[src/rtl/debouncer.sv]
// Switch debouncer: 2-flop synchronizer followed by a countdown FSM that commits
// a level change only after the input has been stable for a full window.
module debouncer #(
  parameter int unsigned N = 20
) (
  input  logic clk,
  input  logic reset,
  input  logic sw,
  output logic db_level,
  output logic db_tick
);

  localparam logic [N-1:0] Q_MAX = '1;

  typedef enum logic [1:0] {
    ZERO  = 2'd0,
    WAIT1 = 2'd1,
    ONE   = 2'd2,
    WAIT0 = 2'd3
  } state_t;

  state_t       state, state_next;
  logic [N-1:0] q, q_next;
  logic         sync1, sync2;
  logic         s;

  // Synchronizer for the asynchronous switch input
  always_ff @(posedge clk or negedge reset) begin
    if (!reset) begin
      sync1 <= 1'b0;
      sync2 <= 1'b0;
    end else begin
      sync1 <= sw;
      sync2 <= sync1;
    end
  end

  assign s = sync2;

  // State, countdown and registered outputs
  always_ff @(posedge clk or negedge reset) begin
    if (!reset) begin
      state    <= ZERO;
      q        <= '0;
      db_level <= 1'b0;
      db_tick  <= 1'b0;
    end else begin
      state    <= state_next;
      q        <= q_next;
      db_level <= (state_next == ONE) || (state_next == WAIT0);
      db_tick  <= (state == WAIT1) && (state_next == ONE);
    end
  end

  // Next-state logic; a revert always takes priority over an expiring count
  always_comb begin
    state_next = state;
    q_next     = q;
    unique case (state)
      ZERO: begin
        if (s) begin
          state_next = WAIT1;
          q_next     = Q_MAX;
        end
      end
      WAIT1: begin
        if (!s) begin
          state_next = ZERO;
        end else if (q == '0) begin
          state_next = ONE;
        end else begin
          q_next = q - N'(1);
        end
      end
      ONE: begin
        if (!s) begin
          state_next = WAIT0;
          q_next     = Q_MAX;
        end
      end
      WAIT0: begin
        if (s) begin
          state_next = ONE;
        end else if (q == '0) begin
          state_next = ZERO;
        end else begin
          q_next = q - N'(1);
        end
      end
      default: begin
        state_next = ZERO;
        q_next     = '0;
      end
    endcase
  end

endmodule

[config.mk]
export PLATFORM = sky130hd
export DESIGN_NAME = debouncer
export DESIGN_NICKNAME = d
export VERILOG_FILES = /design/src/rtl/debouncer.sv
export SDC_FILE = /design/constraint.sdc
export NUM_CORES = 1
export LEC_CHECK = 0
export ABC_AREA = 1
export CORE_UTILIZATION = 55
export CTS_BUF_LIST = sky130_fd_sc_hd__clkbuf_4 sky130_fd_sc_hd__clkbuf_8
export DETAILED_ROUTE_END_ITERATION = 16
export HOLD_SLACK_MARGIN = 0.02
export PLACE_DENSITY = 0.77
export SLEW_MARGIN = 20
export SYNTH_ARGS = -nofsm -noshare
export SYNTH_HDL_FRONTEND = slang
export SYNTH_SLANG_ARGS = --single-unit
[constraint.sdc]
create_clock -name clk -period 1.65 [get_ports clk]
set_input_delay 0.33 -clock clk [delete_from_list [all_inputs] [get_ports clk]]
set_output_delay 0.33 -clock clk [all_outputs]
set_load 0.05 [all_outputs]
; After elaboration in Yosys (flattened, before gate mapping)
; Index checks and enable logic that the tools add are counted.
; W data, S select, Z words.
[classes]
n_eq_ne = 9
addsub = 1
n_reduce_logical = 5
muxes = 13
[op_table]
columns = operator, n
row1 = $mux W20, 5
row2 = $pmux W20 S4, 1
row3 = $logic_not A20 Y1, 1
row4 = $sub A20 B1 Y20 const B, 1
row5 = $mux W2, 6
row6 = $eq A2 B2 Y1 const B, 4
row7 = $ne A2 B2 Y1 const B, 4
row8 = $pmux W2 S4, 1
row9 = $reduce_and A4 Y1, 1
row10 = $eq A2 B1 Y1 const B, 1
row11 = $logic_not A2 Y1, 1
row12 = $logic_and A1 B1 Y1, 1
row13 = $logic_or A1 B1 Y1, 1
[word_totals]
wordCells = 34
output_inout_bits = 2
input_bits = 3
regBits = 26

; Depth between registers and ports, before layout
; Gate-level depths: netlist of the first run.
[depth]
depth_word = 6
mapped_depth = 11
depth_no_buf = 9

; Worst setup path before layout of the first run
; OpenSTA, ideal clock, no wires.
[synth_path]
kind = register -> register
startpoint = register q[0]
endpoint = register q[17]
period_less_slack_ps = 1582
required_time_ps = 1525
arrival_ps = 1457
path_buffers = 2
stages_incl_launch_ff = 12
path_slack_ps = 68
setup_time_ps = 125
cell_sequence = dfrtp_1 > inv_1 > ha_1 > buf_2 > nand2_2 > nor2_2 > nand3_4 > nand2_4 > inv_4 > buf_6 > nand2_2 > nand3_1
[synth_via]
elab_chain_len = 4
word_cells_on_any_way = 6
classes_between = add/sub (1) / mux (4) / reduce/logical (1)
[synth_rtl]
columns = element, line
row1 = start: declaration, 23  ; logic [N-1:0] q, q_next;
row2 = start signal: assignment, 49  ; q <= q_next;
row3 = $sub A20 B1 Y20 / $logic_not A20 Y1 (equally long branches), n/a
row4 = $mux W20 (*), "69, 84"
row5 = "$mux W20, on equally long branches", "82, 67"
row6 = $pmux W20 S4 (*), 59  ; unique case (state)
; Every way passes the cells marked *; elsewhere a longest branch is shown, timed or not. The select of a mux whose other input is x is not followed.
; A chain may end at the register's enable or synchronous reset.

; Final worst setup path of the first run
[layout_path]
startpoint = register q[8]
endpoint = register q[3]
[layout_via]
elab_chain_len = 4
word_cells_on_any_way = 5
classes_between = mux (4) / reduce/logical (1)
[layout_rtl]
columns = element, line
row1 = $logic_not A20 Y1 (*), "69, 84"
row2 = $mux W20 (*), n/a
row3 = "$mux W20, on equally long branches", n/a
row4 = $pmux W20 S4 (*), n/a
; Marked as above.

==> results of run 1 <==
## cells by family after synthesis
group / Yosys count
xor gates and xnor gates: 7
AOI/OAI and AO/OA: 21
and+or+nand+nor: 126
adders and majority gates: 1
DFF: 25
buffers and inverters: 27
## cell usage after synthesis, types with 3 or more instances
cell type	count	area share (%)
buf_6	3	2.2
nor2_2	4	1.6
nand2_1	59	14
o21ai_1	4	1.3
nor2_4	3	2.2
o21ai_2	13	7.3
o21ai_0	4	1.3
nand3_1	27	8.6
inv_1	21	5.0
nor2_1	24	5.8
dfrtp_1	25	40
xor2_1	6	3.4
nand4_1	3	1.2
## worst max path at each step
stage / slack, ns / start / cells past startpoint / endpoint
finish: 0.08 / q[8] / 8 / q[3]
floorplan: 0.07 / q[0] / 11 / q[17]
global route: -0.0004 / q[10] / 8 / q[0]
CTS: 0.01 / q[1] / 9 / q[3]
detailed placement: 0.004 / q[1] / 9 / q[3]
global placement: 0.10 / q[1] / 9 / q[4]
## area by class of cell
| type | instances | area share [%] |
|---|---|---|
| tap | 30 | 2.20 |
| clock buffer | 3 | 1.32 |
| clock inverter | 1 | 0.293 |
| timing repair buffer | 11 | 5.86 |
| inverter | 22 | 5.12 |
| sequential | 25 | 36.6 |
| multi-input combinational | 155 | 48.6 |
## metrics by stage
step | setup TNS (ns) | hold WS (ns) | setup slack (ns)
after global placement | 0 | 0.336 | 0.104
final | 0 | 0.365 | 0.0834
after floorplan | 0 | 0.0344 | 0.0683
after CTS | 0 | 0.366 | 0.0137
after global routing | -0.000447 | 0.377 | -0.000447
after detailed placement | 0 | 0.342 | 0.00364
## cells in the final DEF, fill, tap and decap left out, types with 5 or more instances in the layout
master and n:
nand2_1 59, nand3_1 26, dfrtp_1 25, nor2_1 23, inv_1 19, o21ai_2 13, buf_4 8, xor2_1 6
nor2_2 5
## metal layers
layer	part of all wire (%)	vias up	GRT usage (%)
li1	-	674	-
met1	45	621	29.7
met2	50	26	36.8
met3	3.2	5	3.04
met4	1.3	0	7.86
met5	0	-	0
## power by group
part | switching (mW) | total, mW | internal, mW
clock | 0.183 | 0.273 | 0.0908
combinational | 0.173 | 0.274 | 0.101
sequential | 0.0605 | 0.725 | 0.665
## timing repair
item / 4_1_cts / 5_1_grt
setup endpoints to repair: 1 / 20
gates resized for setup: 1 / 6
pin swaps: 0 / 1
buffers inserted: 0 / 2
## critical path, delay by kind of cell, from the launching register on
family | cells | cell delay, ns
AND/OR/NAND/NOR | 5 | 0.67
buffers and inverters | 1 | 0.11
flip-flops | 1 | 0.47
AO/OA/AOI/OAI | 2 | 0.20
## registers in the layout (all words and copies together) (netlist names)
signal and cells:
sync1 1, db_level 1, state 1, s 1, db_tick 1, q 20
==> results.toml, run 1 <==
[timing]
clock-skew-final_ns = 0.00264
clock.fmax_mhz = 638
post-route-period-util_pct = 94.9
period_minus_slack_ns = 1.57
tightest_slew_ns = 0.336
setup_viol = 0
drv_slew = 0
final-hold-violation-count = 0
max-slew-margin-rel_pct = 77.6

[grt]
grt_pass1_vias = 1289
grt_usage_pct = 22.2
grt_pass1_wl_mm = 5.51
antenna_found_initial = 0
grt_max_degree = 34
overflow = 0

[routing]
num_vias = 1326
dr.pass1.iters = 4
wl_per_cell_microns = 12.5
ant_nets = 0
drc = 0
drt_iter0_markers = 39
vias_per_cell = 5.37
drt_wl_total_mm = 3.08

[die]
io-pin-count = 5
initial_core_util_pct = 60.4
die_area_sq_um = 3060
coreArea_sq_um = 2590
die_h_microns = 55.3
die_w_microns = 55.3
rows = 18

[worst_setup_path]
crit_required_ns = 1.87
critPathCaptureType = "register"
slowest_delay_ns = 0.47
critPathArrivalTime_ns = 1.78
r2r-start = "q[8]"
critPathMaxFanout = 33
r2r-end = "q[3]"
critPathLaunchType = "register"
slowest_stage = "dfrtp_1"
r2r_setup_slack_ns = 0.08
critPathKind = "register to register"
r2r_cells = 8
critical_path.cell_chain = "nor2_2 -> nand2_1 -> nor2_4 -> nand3_4 -> nand2_4 -> inv_6 -> o21ai_0 -> o21ai_2"

[clock_tree]
cts.path.max_buffers = 2
clock_latency_ns = 0.32
cts_tree = "yes"
cts.htree.levels = 1
cts_root_buffer = "clkbuf_4"
cts_hold_buf = 0
cts.sinks = 25
numCtsBuffers = 3
path_clk_slew_ns = 0.13

[logic_synthesis]
synth_fa_ha_area_share_pct = 0.800
synth-xor-area-share_pct = 4.40
ys_ff_latch = 25
syn_inst = 207
avgSynthCellArea_sq_um = 7.56
synthMuxAreaShare_pct = 0
netlist_area_sq_um = 1560
async_reset_ff_share_pct = 100
ys_warn_count = 0
synth_compound_area_share_pct = 9.84
synth_edf_count = 0
synthFlopType = "dfrtp_1"
yosysUniqueCellTypes = 22
syn-num-nets = 211
yosys.area_share.simple_pct = 36.8
ys_seq_area_share_pct = 40.0
synth_top_family_by_area = "simple AND/OR/NAND/NOR gates"

[layout]
nFillCells = 233
stdcell_area_sq_um = 1710
antenna_cells = 0
multi_input_area_sq_um = 831
drive_gt1_share_pct = 20.3
seq_area_sq_um = 626
fin_cells = 247
finalNetCount = 222
areaGrowthSynthToFinish_pct = 9.28
utilization_pct = 66.0

[power]
total_power_mw = 1.27
irDropWorstVdd_mv = 0.533
powerDensity_nw_per_um2 = 744
power.static_leakage_nw = 0.779

[hold_path]
min_path_type = "input port to async pin"

[place]
dp_cells = 241
place_area_sq_um = 1640
portBuffers = 4
gp_congestion = 0.871
hpwlAfterDp_mm = 2.25

[run_status]
run_status = "complete, no violations"

[run]
drv_cap = 0
No activity file was read; power rests on OpenSTA's default activity.
==> run 2: changes to the inputs <==
Settings changed: CORE_UTILIZATION 55 to 54, CTS_BUF_LIST sky130_fd_sc_hd__clkbuf_4 sky130_fd_sc_hd__clkbuf_8 to default, CTS_CLUSTER_DIAMETER from default to 100, PLACE_DENSITY 0.77 to 0.76.
==> run 2 against run 1 <==
Design area increased by 1.2%. Critical endpoint is now q[4]. Critical path depth up 1. Hold slack got worse by 0.044 ns. Largest power group unchanged. Sequential power is essentially flat. Combinational power is 5% higher. Register-to-register slack better by 0.04 ns.
==> results.toml, run 2 (synthesized netlist as in run 1, its figures left out) <==
[worst_setup_path]
crit_required_ns = 1.90
r2r_cells = 9
r2r-end = "q[4]"
r2r-start = "q[1]"
critPathKind = "register to register"
r2r_setup_slack_ns = 0.13
critPathLaunchType = "register"
critPathMaxFanout = 33
critical_path.cell_chain = "inv_2 -> ha_4 -> nand2_2 -> nor2_2 -> nand3_4 -> nand2_4 -> inv_6 -> o21ai_0 -> o21ai_2"
critPathArrivalTime_ns = 1.78
critPathCaptureType = "register"
slowest_stage = "dfrtp_1"
slowest_delay_ns = 0.41

[routing]
drc = 0
ant_nets = 0
drt_wl_total_mm = 3.33
wl_per_cell_microns = 13.4
drt_iter0_markers = 40
vias_per_cell = 5.50
num_vias = 1369
dr.pass1.iters = 4

[die]
rows = 19
die_h_microns = 55.8
initial_core_util_pct = 56.7
die_area_sq_um = 3120
io-pin-count = 5
die_w_microns = 55.8
coreArea_sq_um = 2760

[clock_tree]
cts_tree = "yes"
path_clk_slew_ns = 0.15
cts.htree.levels = 1
cts.path.max_buffers = 2
cts_root_buffer = "clkbuf_4"
numCtsBuffers = 3
cts.sinks = 25
cts_hold_buf = 0
clock_latency_ns = 0.35

[place]
portBuffers = 4
gp_congestion = 0.815
hpwlAfterDp_mm = 2.42

[timing]
drv_slew = 0
setup_tns_ns = 0
max-slew-margin-rel_pct = 79.6
post-route-period-util_pct = 92.4
whs_ns = 0.321
final-hold-violation-count = 0
setup_viol = 0
clock.fmax_mhz = 656
period_minus_slack_ns = 1.52
tightest_slew_ns = 0.306
clock-skew-final_ns = 0.00202
rsz0062_at_grt = "no"

[grt]
grt_pass1_vias = 1355
grt_usage_pct = 24.1
grt_max_degree = 34
overflow = 0
antenna_found_initial = 0
grt_pass1_wl_mm = 5.86

[layout]
nFillCells = 246
final_cell_mix = "nand2_1 (59), nand3_1 (26), dfrtp_1 (25), nor2_1 (23), inv_1 (19)"
largest_reg_flops = 20
antenna_cells = 0
final_common_cell = "nand2_1"
areaGrowthSynthToFinish_pct = 10.6
drive_gt1_share_pct = 20.6
finalNetCount = 223
regMostFlops = "q"

[power]
powerDensity_nw_per_um2 = 769
irDropWorstVdd_mv = 0.643
power.static_leakage_nw = 0.784

[hold_path]
min_path_type = "input port to async pin"

[run_status]
run_status = "complete, no violations"

[run]
drv_cap = 0
## run 2: changes by cell type in the layout (fill, tap and decap cells not counted)
cell / delta
nand3_4: +1
nand3_2: -1
buf_4: +1
clkinv_2: -1
inv_6: +1
## run 2: final cells by class
type	count	area [sq um]	share of cell area (%)
clock buffer	3	22.5	1.30
clock inverter	1	8.76	0.507
inverter	22	87.6	5.07
multi-input combinational	155	838	48.5
sequential	25	626	36.2
tap	31	38.8	2.24
timing repair buffer	12	108	6.22
## run 2: where the power goes
part / internal [mW] / total (mW) / switching [mW]
registers: 0.665 / 0.723 / 0.0586
logic: 0.105 / 0.288 / 0.183
clock network: 0.0996 / 0.318 / 0.219
total: 0.869 / 1.33 / 0.461
## run 2: worst max-delay path: cells and delay by family, from the launching register on
kind                     cells  cell delay (ns)
AND/OR/NAND/NOR              4             0.41
flip-flops                   1             0.41
AO/OA/AOI/OAI                2             0.19
buffers and inverters        2             0.24
adder cells (fa/ha/maj)      1             0.18
## run 2: how the worst max path moves through the flow
stage	slack [ns]	start	depth (start not counted)	to
floorplan	0.07	q[0]	11	q[17]
detailed placement	0.005	q[1]	9	q[0]
CTS	0.02	q[1]	9	q[0]
finish	0.13	q[1]	9	q[4]
global placement	0.09	q[1]	9	q[0]
global route	0.004	q[6]	9	q[15]
## run 2: through the flow
| step | area [sq um] | total power, mW | worst slack, ns | utilization (%) | instances |
|---|---|---|---|---|---|
| floorplan | 1560 | 0.924 | 0.0683 | - | 207 |
| finish | 1730 | 1.33 | 0.125 | 62.7 | 249 |
| global placement | 1660 | 0.985 | 0.0899 | 60.2 | 244 |
| detailed placement | 1660 | 0.999 | 0.00459 | 60.2 | 244 |
| global route | 1730 | 1.40 | 0.00387 | 62.7 | 249 |
| CTS | 1690 | 1.31 | 0.0204 | 61.4 | 248 |
## run 2: timing repair
action	in CTS	in global routing
cloned	0	0
setup buffers	0	1
gates resized for setup	1	7
endpoints found under the setup margin	3	20
pin swaps	0	1
endpoints found under the hold margin	0	0
## run 2: per-layer routing
layer  share of wire (%)  GRT usage, %
met5                   0             0
met4                 1.7          12.2
met3                 5.1          6.05
met2                  48          36.7
met1                  45          32.2
==> run 3: changes to the inputs <==
Settings changed: SLEW_MARGIN 20 to default.
==> results of run 3 <==
No change in the layout: final DEF, timing and power equal those of run 2.
==> edit 1 (flow settings as in run 2) <==
The parameter `N` goes from 20 to 40.
--- a/src/rtl/debouncer.sv
+++ b/src/rtl/debouncer.sv
@@ -2,5 +2,5 @@
 // a level change only after the input has been stable for a full window.
 module debouncer #(
-  parameter int unsigned N = 20
+  parameter int unsigned N = 40
 ) (
   input  logic clk,
Behaviour: no difference found for any inputs over 10 cycles, from zero or initial values and one cycle with reset low; that may be too few to reach the edited logic, so the function may still have changed.
==> edit 1 against run 2 <==
The run now ends with setup timing left; clock power rose to 3.4 times the old value; sequential cell count up 21; combinational power rose to 2.9 times the old value; count of clock-buffer cells in the layout up 3; wire length rose to 3.3 times the old value; setup slack worse by 270 ps; total power up 140%; cell area up 150%; area after synthesis up 98%; critical endpoint is now q[22]; largest power group unchanged.
==> edit 1: results <==
status:
  status: "complete, but fails checks"
  violations: "setup timing"
synth:
  avgSynthCellArea_um2: 6.67
  async_reset_ff_frac: 1.00
  syn_nets: 469
  ys_top_cells_by_count: "145 x nand2_1, 83 x nor2_1, 49 x nand3_1, 47 x inv_1, 46 x dfrtp_1"
  synth_area_leaders: "dfrtp_1 37%, nand2_1 18%, nor2_1 10%, nand3_1 7.9%, inv_1 5.7%"
  synth_cell_types: 26
  synth-seq-area-share: 0.371
finish:
  fin_nets: 548
  syn2layout_area_growth_pct: 38.4
  n_fill_cell: 364
  drive_gt1_frac: 0.372
sta:
  worst_hold_slack_ps: 400
  setup_violations: 43
  setup_ws_ps: -148
  tns_ps: -3710
  clock_skew_ps: 6.52
  worst_pin_slew_ps: 555
clocking:
  insertion_delay_ps: 320
  cts_hold_buf: 1
  cts-root-buf: "clkbuf_8"
  cts_buffers: 5
  cts_resized: 11
  h-tree-depth: 2
  clock_path_buffers: 2
  cts_setup_buffers: 4
  clk_pin_slew_worst_paths_ps: 90
power:
  power.leakage_nw: 1.94
  vdd_drop_max_uv: 604
route:
  wl_um: 11000
  drt-met1-wl_um: 4190
  wl_per_cell_um: 17.8
  vias_per_cell: 5.89
  drtPass1Iterations: 5
  met3_wirelength_um: 942
  detail_route.iter0.violations: 443
  dr_wl_met2_um: 5350
global_routing:
  use_met3: 0.0518
  grt_pass1_wl_um: 14300
  grt_max_degree: 47
  met2_usage: 0.532
  grt_use_total: 0.307
  globalRouteMet1Util: 0.386
  antenna_found_initial: 0
  grt_pass1_vias: 3163
run:
  cap_violations: 0
place:
  hpwl_um: 6210
  postPlaceCellArea_um2: 3600
  pre_cts_ws_ps: -56.5
  gp_congestion: 0.913
  dpl.cell_count: 585
worst_setup_path:
  ff2ff_path_depth: 8
  timing.rr.end: "q[22]"
  slowest_delay_ps: 430
  worstReg2RegStart: "q[6]"
  cp_max_fo: 4
  arrival_ps: 2010
min_path:
  hold_class: "reg -> reg"
[edit 1: cell families (layout without fill, tap and decap cells)]
| kind of cell | count (synthesis) | count (layout) | share of synthesized area |
|---|---|---|---|
| buffers and inverters | 59 | 138 | 0.0855 |
| xor gates and xnor gates | 12 | 12 | 0.0399 |
| adders and majority gates | 1 | 1 | 0.00403 |
| and+or+nand+nor | 309 | 310 | 0.424 |
| DFF | 46 | 46 | 0.371 |
| AOI/OAI and AO/OA | 38 | 38 | 0.0758 |
[edit 1: layout make-up]
| cell class | instances | area share |
|---|---|---|
| Tap cell | 72 | 0.0210 |
| Clock inverter | 2 | 0.0140 |
| Inverter | 47 | 0.0411 |
| Multi-Input combinational cell | 361 | 0.470 |
| Timing Repair Buffer | 83 | 0.165 |
| Clock buffer | 6 | 0.0192 |
| Sequential cell | 46 | 0.270 |
[edit 1: where the power goes]
group	internal [mW]	switching [mW]
combinational	0.356	0.466
clock	0.647	0.431
sequential	1.23	0.126
==> edit 2 (settings of run 2) <==
Made on the original files. Reset style: synchronous (`reset`), changed in 2 clocked blocks. Comments in the files are not updated.
--- a/src/rtl/debouncer.sv
+++ b/src/rtl/debouncer.sv
@@ -26,5 +26,5 @@
 
   // Synchronizer for the asynchronous switch input
-  always_ff @(posedge clk or negedge reset) begin
+  always_ff @(posedge clk) begin
     if (!reset) begin
       sync1 <= 1'b0;
@@ -39,5 +39,5 @@
 
   // State, countdown and registered outputs
-  always_ff @(posedge clk or negedge reset) begin
+  always_ff @(posedge clk) begin
     if (!reset) begin
       state    <= ZERO;
Check against the original RTL: no difference found for any inputs over 10 cycles, from zero or initial values and one cycle with reset low; that may be too few to reach the edited logic, so the function may still have changed.
==> edit 2 against run 2 <==
Wire length shrank 1.8%; sequential share of layout area shrank 6.6 points; critical endpoint is now q[8]; synthesized cell count grew 17%; largest power group unchanged; cell area shrank 2.2%; fmax grew 1.4%; critical path depth is the same; setup slack gained 21 ps; highest routed layer unchanged; non-clock buffer count grew 7; total power grew 7.4%; area after synthesis shrank 2.1%; sequential cell count is the same.
==> edit 2: results <==
worst_setup_path:
  cp_max_fo: 8
  slowest_delay_ps: 340
  rrSetupSlack_ps: 150
route:
  detail_route.iter0.violations: 56
  vias_per_cell: 5.23
  wl_um: 3270
  dr_wl_met2_um: 1470
  drt-met1-wl_um: 1550
  wl_per_cell_um: 11.4
synth:
  synth_ff_type: "dfxtp_1"
  ys_top_cells_by_count: "87 x nand2_1, 31 x nor2_1, 25 x dfxtp_1, 23 x nand3_1, 22 x inv_1"
  synth-seq-area-share: 0.327
  synth_area_leaders: "dfxtp_1 33%, nand2_1 21%, nor2_1 7.6%, nand3_1 7.5%, a21oi_2 6.9%"
  postSynthCellCount: 242
  synth_cell_types: 20
  syn_nets: 246
  async_reset_ff_frac: 0
place:
  hpwl_um: 2330
  dpl.cell_count: 279
finish:
  drive_gt1_frac: 0.163
  fin_nets: 262
global_routing:
  grt_pass1_vias: 1265
  grt_pass1_wl_um: 5400
  grt_use_total: 0.217
  globalRouteMet1Util: 0.290
  met2_usage: 0.360
  grt_max_degree: 22
power:
  clockPowerShare: 0.198
  swShare: 0.359
  seq_cell_power_mw: 0.680
  vdd_drop_max_uv: 629
  powerDensity_nw_per_um2: 845
  power.leakage_nw: 0.724
sta:
  worst_hold_slack_ps: 435
  finalCritPeriodShare: 0.911
  clock_skew_ps: 2.25
min_path:
  hold_class: "reg -> reg"
clocking:
  insertion_delay_ps: 320
status:
  status: "finished clean"
==> edit 2: worst max-delay path: cells and delay by family (launching register included) <==
family / cells / cell delay (ps)
adders and majority gates: 1 / 160
DFF: 1 / 340
buffers and inverters: 2 / 240
AOI/OAI and AO/OA: 1 / 120
and+or+nand+nor: 5 / 590
==> edit 2: what timing repair did <==
action	CTS	global route
resized for setup	0	4
setup buffers	0	4
endpoints found under the setup margin	0	21
==> edit 2: logic make-up after synthesis <==
family,count (synthesis),synth area share
and+or+nand+nor,159,0.451
buffers and inverters,31,0.0956
AOI/OAI and AO/OA,25,0.113
DFF,25,0.327
xor gates and xnor gates,1,0.00572
adders and majority gates,1,0.00817
==> edit 2: final cells by class <==
cell class | instances | area [µm²] | area share
sequential | 25 | 500 | 0.296
clock buffer | 4 | 26.3 | 0.0155
multi-input combinational | 186 | 890 | 0.526
inverter | 23 | 88.8 | 0.0526
timing repair buffer | 19 | 148 | 0.0873
tap | 30 | 37.5 | 0.0222
